$ cat src/rtl/mix_columns_seq.sv
// mix_columns_seq
//   Column-serial AES MixColumns stage placed directly after shiftRows.
//   A 128-bit state is accepted over a valid/ready handshake. MixColumns is
//   then applied to COLS_PER_CYCLE columns per clock. The result is presented
//   on a valid/ready output toward AddRoundKey. When lastRound is set, the
//   state passes through unchanged, as required for the AES final round.
//
//   Optional feature macro: INV_MIX_COLUMNS_EN
//     When defined, this adds the decrypt port. With decrypt=1 the stage
//     computes InvMixColumns.
//
//   Parameters
//     COLS_PER_CYCLE  columns per clock; legal values are 1, 2 and 4
//
//   Ports
//     clk        rising-edge clock
//     resetN     asynchronous active-low reset
//     inValid    inState/lastRound (and decrypt) valid
//     inReady    block can accept a state (IDLE only)
//     inState    shiftRows output; column c = [127-32c -: 32], row0 in MSB byte
//     lastRound  1 = bypass MixColumns
//     outValid   outState valid, held until outReady
//     outReady   downstream accepts outState
//     outState   result, same byte layout as inState
//     decrypt    (INV_MIX_COLUMNS_EN only) 1 = InvMixColumns
//
//   state | meaning
//   IDLE  | waiting for an input state, inReady=1
//   BUSY  | transforming column groups in the working register
//   DONE  | outValid=1, waiting for the downstream handshake
module mix_columns_seq #(
  parameter int COLS_PER_CYCLE = 1
) (
  input  logic         clk,
  input  logic         resetN,
  input  logic         inValid,
  output logic         inReady,
  input  logic [127:0] inState,
  input  logic         lastRound,
  output logic         outValid,
  input  logic         outReady,
  output logic [127:0] outState
`ifdef INV_MIX_COLUMNS_EN
  ,
  input  logic         decrypt
`endif
);

  if (!(COLS_PER_CYCLE == 1 || COLS_PER_CYCLE == 2 || COLS_PER_CYCLE == 4)) begin : gBadCols
    $error("mix_columns_seq: COLS_PER_CYCLE must be 1, 2 or 4");
  end

  localparam logic [1:0] STEP     = 2'(COLS_PER_CYCLE);
  localparam logic [1:0] LAST_CNT = 2'(4 - COLS_PER_CYCLE);

  typedef enum logic [1:0] {IDLE, BUSY, DONE} stateT;

  stateT        state;
  logic [1:0]   colCnt;
  logic [127:0] work;
  logic [127:0] nextWork;
  logic         invMode;

  // Multiply by a small GF(2^8) constant, given as a bit mask of {8,4,2,1}.
  function automatic logic [7:0] gmul(input logic [7:0] a, input logic [3:0] coef);
    logic [7:0] x2, x4, x8;
    x2 = {a[6:0], 1'b0}  ^ (a[7]  ? 8'h1b : 8'h00);
    x4 = {x2[6:0], 1'b0} ^ (x2[7] ? 8'h1b : 8'h00);
    x8 = {x4[6:0], 1'b0} ^ (x4[7] ? 8'h1b : 8'h00);
    return (coef[0] ? a  : 8'h00) ^ (coef[1] ? x2 : 8'h00) ^
           (coef[2] ? x4 : 8'h00) ^ (coef[3] ? x8 : 8'h00);
  endfunction

  // One column: b_r = c0*a_r ^ c1*a_(r+1) ^ c2*a_(r+2) ^ c3*a_(r+3).
  function automatic logic [31:0] mixCol(input logic [31:0] col, input logic inv);
    logic [7:0] a0, a1, a2, a3;
    logic [3:0] c0, c1, c2, c3;
    a0 = col[31:24];
    a1 = col[23:16];
    a2 = col[15:8];
    a3 = col[7:0];
    c0 = inv ? 4'he : 4'h2;
    c1 = inv ? 4'hb : 4'h3;
    c2 = inv ? 4'hd : 4'h1;
    c3 = inv ? 4'h9 : 4'h1;
    return {gmul(a0, c0) ^ gmul(a1, c1) ^ gmul(a2, c2) ^ gmul(a3, c3),
            gmul(a1, c0) ^ gmul(a2, c1) ^ gmul(a3, c2) ^ gmul(a0, c3),
            gmul(a2, c0) ^ gmul(a3, c1) ^ gmul(a0, c2) ^ gmul(a1, c3),
            gmul(a3, c0) ^ gmul(a0, c1) ^ gmul(a1, c2) ^ gmul(a2, c3)};
  endfunction

  // Transform only the group of columns starting at colCnt.
  always_comb begin
    nextWork = work;
    for (int c = 0; c < 4; c++) begin
      if (c >= int'(colCnt) && c < int'(colCnt) + COLS_PER_CYCLE)
        nextWork[127-32*c -: 32] = mixCol(work[127-32*c -: 32], invMode);
    end
  end

  // inReady is a decode of the state register. It is gated by resetN so that it
  // reads 0 for the whole time reset is asserted.
  assign inReady = resetN && (state == IDLE);

`ifndef INV_MIX_COLUMNS_EN
  assign invMode = 1'b0;
`endif

  always_ff @(posedge clk or negedge resetN) begin
    if (!resetN) begin
      state    <= IDLE;
      colCnt   <= 2'd0;
      work     <= 128'h0;
      outValid <= 1'b0;
      outState <= 128'h0;
`ifdef INV_MIX_COLUMNS_EN
      invMode  <= 1'b0;
`endif
    end else begin
      case (state)
        IDLE: begin
          if (inValid) begin
            work   <= inState;
            colCnt <= 2'd0;
`ifdef INV_MIX_COLUMNS_EN
            invMode <= decrypt;
`endif
            if (lastRound) begin
              outState <= inState;
              outValid <= 1'b1;
              state    <= DONE;
            end else begin
              state <= BUSY;
            end
          end
        end
        BUSY: begin
          work   <= nextWork;
          colCnt <= colCnt + STEP;
          if (colCnt == LAST_CNT) begin
            outState <= nextWork;
            outValid <= 1'b1;
            colCnt   <= 2'd0;
            state    <= DONE;
          end
        end
        DONE: begin
          if (outReady) begin
            outValid <= 1'b0;
            state    <= IDLE;
          end
        end
        default: state <= IDLE;
      endcase
    end
  end

endmodule

$ cat config.mk
export PLATFORM = sky130hd
export DESIGN_NAME = mix_columns_seq
export DESIGN_NICKNAME = d
export VERILOG_FILES = /design/src/rtl/mix_columns_seq.sv
export SDC_FILE = /design/constraint.sdc
export NUM_CORES = 1
export LEC_CHECK = 0
export ABC_AREA = 1
export BUFFER_PORTS_ARGS = -buffer_cell sky130_fd_sc_hd__buf_2
export CORE_MARGIN = 4
export CORE_UTILIZATION = 59
export CTS_CLUSTER_SIZE = 8
export DETAILED_ROUTE_END_ITERATION = 8
export HOLD_SLACK_MARGIN = 0.1
export PLACE_DENSITY = 0.84
export SETUP_SLACK_MARGIN = 0.1
export SLEW_MARGIN = 40
export SYNTH_ARGS = -nofsm -noshare
export SYNTH_HDL_FRONTEND = slang
export SYNTH_SLANG_ARGS = --single-unit
export TNS_END_PERCENT = 5
$ cat constraint.sdc
create_clock -name clk -period 2 [get_ports clk]
set_input_delay 0.3 -clock clk [delete_from_list [all_inputs] [get_ports clk]]
set_output_delay 0.3 -clock clk [all_outputs]
set_load 0.01 [all_outputs]
==> parameters.txt, run 1 <==
Parameter                              Value

Synth
  Sequential cell area fraction in the yosys report ... 33.3%
  Count of different cell masters after synthesis ... 25
  Share of the synthesized area in the top cell type ... 42.5%
  Share of synthesized flip-flops with an asynchronous set or reset ... 100%
  Number of synthesis warnings ... 0
  Average cell area after synthesis ... 5.69 um2
  Top post-synthesis cells by area ... nand2_1 (42%), dfrtp_1 (33%), nand3_1 (6.1%)
  Post-synthesis net count ... 3582
  Number of enable-type register cells in the synthesized netlist ... 0
  Cell count after synthesis ... 3445
  Most instantiated flip-flop cell in the synthesis netlist ... dfrtp_1
  Register bit total from synthesis ... 261
  Post-Syn Area ... 19600 um2
  Post-synthesis cell type with the largest combined area ... nand2_1

Critical path
  Type of the worst setup path ... reg -> reg
  Largest fanout on the critical path ... 10
  Element type at the critical path start ... register
  Data required time at the worst endpoint ... 2430 ps
  Setup crit end kind ... register
  WP data arrival ... 2300 ps

Layout
  Area of all placed cells without fillers ... 23700 um2
  Post-layout nets ... 3880
  Number of cells in the finished layout apart from fillers ... 4191
  Proportion of layout cells with a drive suffix above 1 ... 10.7%
  Layout overhead on the synthesized area ... 20.8%
  Top library cells by usage in the layout, fill and taps aside ... nand2_1 (2217), buf_2 (261), dfrtp_1 (259)
  Share of the core filled with cells in the final layout ... 72.6%
  Layout fillers ... 2763
  Most common cell after layout, fill and taps aside ... nand2_1

CTS
  Number of buffers inserted during clock tree synthesis ... 38
  Skew-Pair Late Insertion Delay ... 540 ps
  H-Tree Level Count ... 2
  Clock slew at reported path FFs ... 50 ps
  Maximum root-to-sink buffer count ... 3
  Number of clock sinks ... 261
  Cell at the root of the clock tree ... clkbuf_16
  TritonCTS clock tree ... built

Flow run
  Max-capacitance violation count ... 0

Power and ir drop
  Static leakage ... 14.1 nW
  Pwr Density ... 2020 nW/um2
  Maximum vdd drop ... 1.22 mV
  Overall Power ... 47.9 mW

Route
  Per-cell routed wire length ... 15.9 um
  Remaining design rule violation count ... 0
  Average via count per standard cell ... 5.47
  Routed Wire Length ... 66700 um
  DRT iter0 DRCs ... 2260
  Routed Antenna Nets ... 0
  Number of detailed-route iterations in the first pass ... 8
  Via count ... 22900

Place
  Cell area after placement ... 21500 um2
  Final weighted congestion of routability-driven global placement ... 0.969
  Half-perimeter wire length of the detailed placement result ... 43700 um
  Count of placed standard cells including taps ... 4046
  Place WS ... -18.6 ps
  Port Buffers ... 262

Floorplanning
  Number of placed I/O pins ... 263
  Vert. Die Dim ... 190 um
  Width of the chip ... 190 um
  Core area ... 32600 um2
  Placement row count ... 66
  Die Footprint ... 36200 um2
  Initial core utilization ... 60.1%

Timing
  Pins Over Slew Limit ... 0
  Final Hold Vio Count ... 0
  Post-route setup slack ... 124 ps
  Unrepaired setup endpoints after global routing ... true
  Post-Route Hold Slack ... 117 ps
  Worst-Margin Slew ... 728 ps
  Post-layout minimum cycle time ... 1880 ps
  Relative max-transition margin ... 51.5%
  Share of the clock period used by the worst path ... 93.8%
  Sum Neg Setup Slack ... 0 ps
  Setup violators final ... 0
  Worst-case clock skew ... 19.2 ps
  Maximum clock frequency ... 0.533 GHz

Global routing
  Global-route wire length before repair ... 105000 um
  Largest net degree at the start of global routing ... 111
  Antenna violations before repair ... 2
  Final global-route overflow total ... 0
  Via count of the first global-routing pass ... 21600
  GRT Util Overall ... 34.6%

Hold path
  Worst Hold Class ... in -> reg

Outcome
  Run status ... finished clean
-- final timing paths --
kind,start,end,cells after the start,slack [ps]
setup / recovery,state[1],outState[7],10,120
hold / removal,inState[52],work[52],5,120
setup reg to reg,state[1],outState[7],10,120
hold reg to reg,outState[113],outState[113],2,470
max in group asynchronous,resetN,work[113],3,940
min in group asynchronous,resetN,work[25],3,440
-- power breakdown --
part | leakage [nW] | switching [mW] | internal (mW)
Combinational | 10.4 | 20.2 | 10.8
Sequential | 3.23 | 3.25 | 7.93
Clock | 0.489 | 2.36 | 3.43
-- Yosys cell counts, types with 3 or more instances --
cell and count:
a21oi_1 151, buf_1 10, buf_2 81, buf_4 3
clkbuf_1 80, clkinv_1 5, dfrtp_1 261, ha_1 4
inv_1 204, inv_2 3, nand2_1 2218, nand3_1 238
nand3b_1 20, nor2_1 51, o21ai_0 41, xnor2_1 29
xor2_1 36
-- critical path, cell delays in order (launching register included) --
cell and delay [ps]:
dfrtp_2 420, nor2_2 50, inv_2 80, or2_4 150
nand2_8 80, nor3_4 260, buf_6 210, clkinv_8 140
clkbuf_16 220, nand2_1 80, nand2_1 60
-- per-layer routing --
layer,vias to the layer above,global-route usage (%),wire (um)
met5,-,0,0
met4,0,15.1,2800
met3,195,5.09,6070
met2,1176,57.0,31000
met1,10400,45.7,26900
li1,11100,-,-
-- layout make-up --
cell class                      instances  area (um2)  share of cell area, %
Sequential cell                       261        6530                   27.6
Multi-Input combinational cell       2798       11500                   48.7
Tap cell                              442         553                   2.34
Antenna cell                            3        7.51                 0.0317
Timing Repair inverter                  1        8.76                 0.0370
Clock buffer                           42         987                   4.17
Inverter                              212         822                   3.47
Clock inverter                          1        8.76                 0.0370
Timing Repair Buffer                  431        3220                   13.6
-- registers in the layout, summed over array words and instances, names as in the netlist --
register / count
colCnt: 2
state: 2
work: 128
outValid: 1
outState: 128
-- cell families (layout without fill, tap and decap cells) --
kind of cell / Yosys count / in the layout / share of synthesized area (%)
flip-flops: 261 / 261 / 33.3
AND/OR/NAND/NOR: 2532 / 2532 / 50.5
other: 0 / 3 / 0
AO/OA/AOI/OAI: 197 / 197 / 5.06
buffers and inverters: 386 / 687 / 7.97
adder cells (fa/ha/maj): 4 / 4 / 0.255
XOR/XNOR: 65 / 65 / 2.90
-- timing repair --
action                                  in CTS  in global routing
pin swaps                                    0                  2
gates cloned                                 0                 10
setup buffers                                0                  4
hold buffers                                85                  0
gates resized for setup                      1                 33
endpoints found under the setup margin      59                190
endpoints found under the hold margin      404                  0
Note: power is estimated with default switching activity, not from simulation.
==> run 2, diff against run 1 <==
--- a/config.mk
+++ b/config.mk
@@ -12,7 +12,7 @@
 export CTS_CLUSTER_SIZE = 8
 export DETAILED_ROUTE_END_ITERATION = 8
 export HOLD_SLACK_MARGIN = 0.1
-export PLACE_DENSITY = 0.84
+export PLACE_DENSITY_LB_ADDON = 0.2
 export SETUP_SLACK_MARGIN = 0.1
 export SLEW_MARGIN = 40
 export SYNTH_ARGS = -nofsm -noshare
==> run 2 against run 1 <==
  * Cell area decreased by 2.9%
  * Routed wire length down 3.9%
  * Critical path depth down 2
  * Flip-flop and latch count is the same
  * Utilization down 2.1 points
  * Global-route usage shrank 1.0 points
  * Critical path type unchanged
  * Power decreased by 2.0%
  * Count of clock-buffer cells in the layout decreased by 2
  * Via count decreased by 1.9%
  * Highest routed layer unchanged
  * Sequential power hardly changed
  * Clock skew grew 6.9 ps
==> parameters.txt, run 2 (synthesized netlist as in run 1, its figures left out) <==
Parameter                              Value

Outcome
  Run status ... finished clean

Route
  Remaining design rule violation count ... 0
  Via count ... 22500
  Per-cell routed wire length ... 15.5 um
  Number of detailed-route iterations in the first pass ... 6
  Routed Antenna Nets ... 0
  Routed Wire Length ... 64100 um
  Average via count per standard cell ... 5.45
  DRT iter0 DRCs ... 2013

Layout
  Top library cells by usage in the layout, fill and taps aside ... nand2_1 (2218), dfrtp_1 (261), buf_2 (261)
  Layout overhead on the synthesized area ... 17.3%
  Post-layout nets ... 3813
  Most common cell after layout, fill and taps aside ... nand2_1
  Area of all placed cells without fillers ... 23000 um2
  Number of cells in the finished layout apart from fillers ... 4123
  Largest registers ... outState (128), work (128)
  Proportion of layout cells with a drive suffix above 1 ... 10.0%

Floorplanning
  Die Footprint ... 36200 um2
  Core area ... 32600 um2
  Number of placed I/O pins ... 263
  Initial core utilization ... 60.1%
  Width of the chip ... 190 um
  Placement row count ... 66
  Vert. Die Dim ... 190 um

Critical path
  Data required time at the worst endpoint ... 2460 ps
  Cell with the most instances on the worst path ... nand2_1
  Reg2reg end ... work[4]
  Beginning of the worst register-to-register path ... state[1]
  Element type at the critical path start ... register
  Maximum single-stage delay on the critical path ... 430 ps
  Setup slack, reg-to-reg ... 90 ps
  R2R depth ... 8
  Largest fanout on the critical path ... 132
  Setup crit end kind ... register
  Type of the worst setup path ... reg -> reg
  WP data arrival ... 2370 ps
  Critical Path, Cell by Cell ... nor2_2 > inv_8 > buf_12 > a21oi_1 > nand2_1 > nand2_1 > nand2_1 > nand2_1
  CP max-delay cell ... dfrtp_1

CTS
  Skew-Pair Late Insertion Delay ... 540 ps
  Clock slew at reported path FFs ... 50 ps
  Number of clock sinks ... 261
  Number of buffers inserted during clock tree synthesis ... 39
  H-Tree Level Count ... 2
  TritonCTS clock tree ... built
  Cell at the root of the clock tree ... clkbuf_16
  Maximum root-to-sink buffer count ... 3

Timing
  Final Hold Vio Count ... 0
  Post-Route Hold Slack ... 105 ps
  Unrepaired setup endpoints after global routing ... true
  Worst-Margin Slew ... 733 ps
  Post-route setup slack ... 92.5 ps
  Relative max-transition margin ... 51.1%
  Worst-case clock skew ... 26.1 ps
  Setup violators final ... 0
  Pins Over Slew Limit ... 0
  Maximum clock frequency ... 0.524 GHz
  Sum Neg Setup Slack ... 0 ps
  Share of the clock period used by the worst path ... 95.4%
  Post-layout minimum cycle time ... 1910 ps

Place
  Port Buffers ... 262
  Cell area after placement ... 21300 um2
  Place WS ... 181 ps
  Final weighted congestion of routability-driven global placement ... 0.941
  Count of placed standard cells including taps ... 4023
  Half-perimeter wire length of the detailed placement result ... 43200 um

Hold path
  HP Start ... inState[107]
  Worst Hold Class ... in -> reg
  Worst-case hold path end point ... work[107]
  Cells on Worst Hold Path ... 5

Flow run
  Max-capacitance violation count ... 0

Global routing
  Largest net degree at the start of global routing ... 133
  Final global-route overflow total ... 0
  GRT Util Overall ... 33.6%
  Antenna violations before repair ... 0
  Global-route wire length before repair ... 102000 um
  Via count of the first global-routing pass ... 20800

Power and ir drop
  Static leakage ... 13.8 nW
  Pwr Density ... 2040 nW/um2
  Maximum vdd drop ... 1.23 mV
[run 2: cell type report]
cell class	count	area (um2)
clock inverter	4	48.8
multi-input combinational	2798	11500
tap	442	553
fill	2861	9630
timing repair buffer	364	2540
inverter	212	815
sequential	261	6530
clock buffer	40	980
antenna	2	5.00
[run 2: critical path, delay by kind of cell (launching register included)]
family,cells,cell delay (ps)
flops,1,430
compound gates,1,270
simple gates,5,680
buf+inv,2,270
[run 2: what timing repair did]
item / 4_1_cts / 5_1_grt
hold buffers: 47 / 0
setup buffers: 0 / 3
resized for setup: 0 / 10
endpoints found under the hold margin: 328 / 0
setup endpoints to repair: 0 / 143
[run 2: metrics by stage]
| step | power [mW] | util, % |
|---|---|---|
| after CTS | 45.8 | 70.0 |
| after global routing | 51.6 | 70.5 |
| after global placement | 38.7 | 65.4 |
| after detailed placement | 39.6 | 65.4 |
| final | 47.0 | 70.5 |
| after floorplan | 31.6 | - |
[run 2: worst max-delay path by stage]
stage | startpoint | end | slack (ps)
6_report | state[1] | work[4] | 90
3_3_place_gp | state[1] | work[4] | 240
2_1_floorplan | colCnt[0] | outState[10] | 330
3_5_place_dp | state[1] | outState[30] | 180
4_1_cts | state[1] | outState[106] | 110
5_1_grt | state[1] | work[79] | 10
[run 2: where the power goes]
group | total, mW | internal [mW] | switching, mW
Sequential | 11.1 | 7.93 | 3.19
Clock | 5.91 | 3.56 | 2.35
Combinational | 30.0 | 10.2 | 19.7
Total | 47.0 | 21.7 | 25.3
[run 2: per-layer routing]
metal	global-route usage, %	up-vias	wire (um)	part of all wire [%]
met3	5.24	167	5570	8.7
met2	54.5	1057	29100	45
met4	12.4	0	2370	3.7
met5	0	-	0	0
met1	45.8	10300	27100	42
li1	-	11000	-	-
==> run 3, diff against run 2 <==
--- a/config.mk
+++ b/config.mk
@@ -13,6 +13,7 @@
 export DETAILED_ROUTE_END_ITERATION = 8
 export HOLD_SLACK_MARGIN = 0.1
 export PLACE_DENSITY_LB_ADDON = 0.2
+export RECOVER_POWER = 50
 export SETUP_SLACK_MARGIN = 0.1
 export SLEW_MARGIN = 40
 export SYNTH_ARGS = -nofsm -noshare
==> run 3 against run 2 <==
  * Via count about the same
  * Combinational power about the same
  * Routed wire length hardly changed
  * Global-route usage unchanged
  * Largest cell class unchanged
  * Highest routed layer unchanged
==> parameters.txt, run 3 (synthesized netlist as in run 1, its figures left out) <==
Parameter                              Value

Critical path
  Buf/Inv on CP ... 2
  Critical Path, Cell by Cell ... nor2_2 > inv_8 > buf_12 > a21oi_1 > nand2_1 > nand2_1 > nand2_1 > nand2_1
  WP data arrival ... 2390 ps
  Maximum single-stage delay on the critical path ... 430 ps
  Largest fanout on the critical path ... 132
  Cell with the most instances on the worst path ... nand2_1
  R2R depth ... 8
  Setup crit end kind ... register
  Family with the most delay on the worst path ... simple AND/OR/NAND/NOR gates
  Data required time at the worst endpoint ... 2460 ps
  Total number of cells along the worst setup path ... 8
  Type of the worst setup path ... reg -> reg
  CP max-delay cell ... dfrtp_1
  Element type at the critical path start ... register

Timing
  Final Hold Vio Count ... 0
  Pins Over Slew Limit ... 0
  Relative max-transition margin ... 22.0%
  Sum Neg Setup Slack ... 0 ps
  Maximum clock frequency ... 0.519 GHz
  Post-layout minimum cycle time ... 1930 ps
  Worst-case clock skew ... 29.6 ps
  Unrepaired setup endpoints after global routing ... true
  Share of the clock period used by the worst path ... 96.3%
  Worst-Margin Slew ... 1170 ps
  Setup violators final ... 0

Global routing
  Global-route wire length before repair ... 102000 um
  Final global-route overflow total ... 0
  Largest net degree at the start of global routing ... 133
  Via count of the first global-routing pass ... 20800
  Antenna violations before repair ... 0
  GRT Util Overall ... 33.6%

Place
  Port Buffers ... 262
  Count of placed standard cells including taps ... 4023
  Half-perimeter wire length of the detailed placement result ... 43200 um
  Final weighted congestion of routability-driven global placement ... 0.941
  Cell area after placement ... 21300 um2

Floorplanning
  Initial core utilization ... 60.1%
  Die Footprint ... 36200 um2
  Placement row count ... 66
  Width of the chip ... 190 um
  Vert. Die Dim ... 190 um
  Core area ... 32600 um2
  Number of placed I/O pins ... 263

CTS
  Maximum root-to-sink buffer count ... 3
  Skew-Pair Late Insertion Delay ... 540 ps
  Cell at the root of the clock tree ... clkbuf_16
  Number of clock sinks ... 261
  Number of buffers inserted during clock tree synthesis ... 39
  TritonCTS clock tree ... built
  Clock slew at reported path FFs ... 50 ps
  H-Tree Level Count ... 2

Layout
  Number of cells in the finished layout apart from fillers ... 4123
  Proportion of layout cells with a drive suffix above 1 ... 8.26%
  Area of all placed cells without fillers ... 22900 um2
  Share of the core filled with cells in the final layout ... 70.1%
  Layout overhead on the synthesized area ... 16.7%
  Post-layout nets ... 3813
  Top library cells by usage in the layout, fill and taps aside ... nand2_1 (2218), dfrtp_1 (261), nand3_1 (238)
  Layout fillers ... 2916
  Largest registers ... outState (128), work (128)
  Most common cell after layout, fill and taps aside ... nand2_1

Route
  Routed Antenna Nets ... 0
  Average via count per standard cell ... 5.45
  Remaining design rule violation count ... 0
  Routed Wire Length ... 64100 um
  Per-cell routed wire length ... 15.5 um
  DRT iter0 DRCs ... 2008
  Number of detailed-route iterations in the first pass ... 6
  Via count ... 22500

Power and ir drop
  Pwr Density ... 2050 nW/um2
  Static leakage ... 13.6 nW
  Overall Power ... 46.9 mW
  Maximum vdd drop ... 1.23 mV

Hold path
  Worst Hold Class ... in -> reg
  Cells on Worst Hold Path ... 5

Flow run
  Max-capacitance violation count ... 0

Outcome
  Run status ... finished clean
## run 3: cell types whose count changed in the layout (fill, tap and decap cells not counted)
cell	previous run	this run
buf_8	1	0
clkbuf_1	1	66
clkbuf_2	0	1
buf_12	19	17
buf_2	261	196
clkbuf_4	0	2
## run 3: area by class of cell
class                           count  area (um2)  area share [%]
Antenna cell                        2        5.00          0.0219
Clock buffer                       40         980            4.28
Clock inverter                      4        48.8           0.213
Inverter                          212         815            3.56
Multi-Input combinational cell   2798       11500            50.4
Sequential cell                   261        6530            28.6
Tap cell                          442         553            2.42
Timing Repair Buffer              364        2420            10.6
## run 3: layer usage
layer  vias up  global-route usage, %  share of wire, %
li1      11000                      -                 -
met1     10300                   45.8                42
met2      1074                   54.5                46
met3       153                   5.24               8.8
met4         0                   12.4               3.6
met5         -                      0                 0
## run 3: metrics by stage
| step | hold slack, ps | setup WS [ps] |
|---|---|---|
| floorplan | 4.41 | 335 |
| global placement | 413 | 244 |
| detailed placement | 414 | 181 |
| CTS | 100 | 111 |
| global route | 120 | 13.2 |
| finish | 105 | 73.4 |
## run 3: where the power goes
| part | total, mW | switching (mW) | leakage, nW | internal, mW |
|---|---|---|---|---|
| Clock | 5.91 | 2.35 | 0.508 | 3.56 |
| Combinational | 29.8 | 19.8 | 9.81 | 10.0 |
| Sequential | 11.1 | 3.22 | 3.23 | 7.93 |
| Total | 46.9 | 25.3 | 13.6 | 21.5 |
## run 3: worst reg2reg max path: cells and delay by family, from the launching register on
family | cells | cell delay [ps]
compound gates | 1 | 490
simple gates | 5 | 680
flops | 1 | 430
buf+inv | 2 | 250
## run 3: timing repair
action / CTS / global route
buffers inserted: 0 / 3
hold buffers: 47 / 0
setup endpoints to repair: 0 / 143
endpoints found under the hold margin: 328 / 0
gates resized for setup: 0 / 10
## run 3: worst paths after layout
path	slack, ps	startpoint	to
max	70	state[1]	work[4]
min	100	inState[52]	work[52]
min reg2reg	470	outState[34]	outState[34]
min in group asynchronous	680	resetN	work[36]
max reg2reg	70	state[1]	work[4]
max in group asynchronous	350	resetN	work[105]
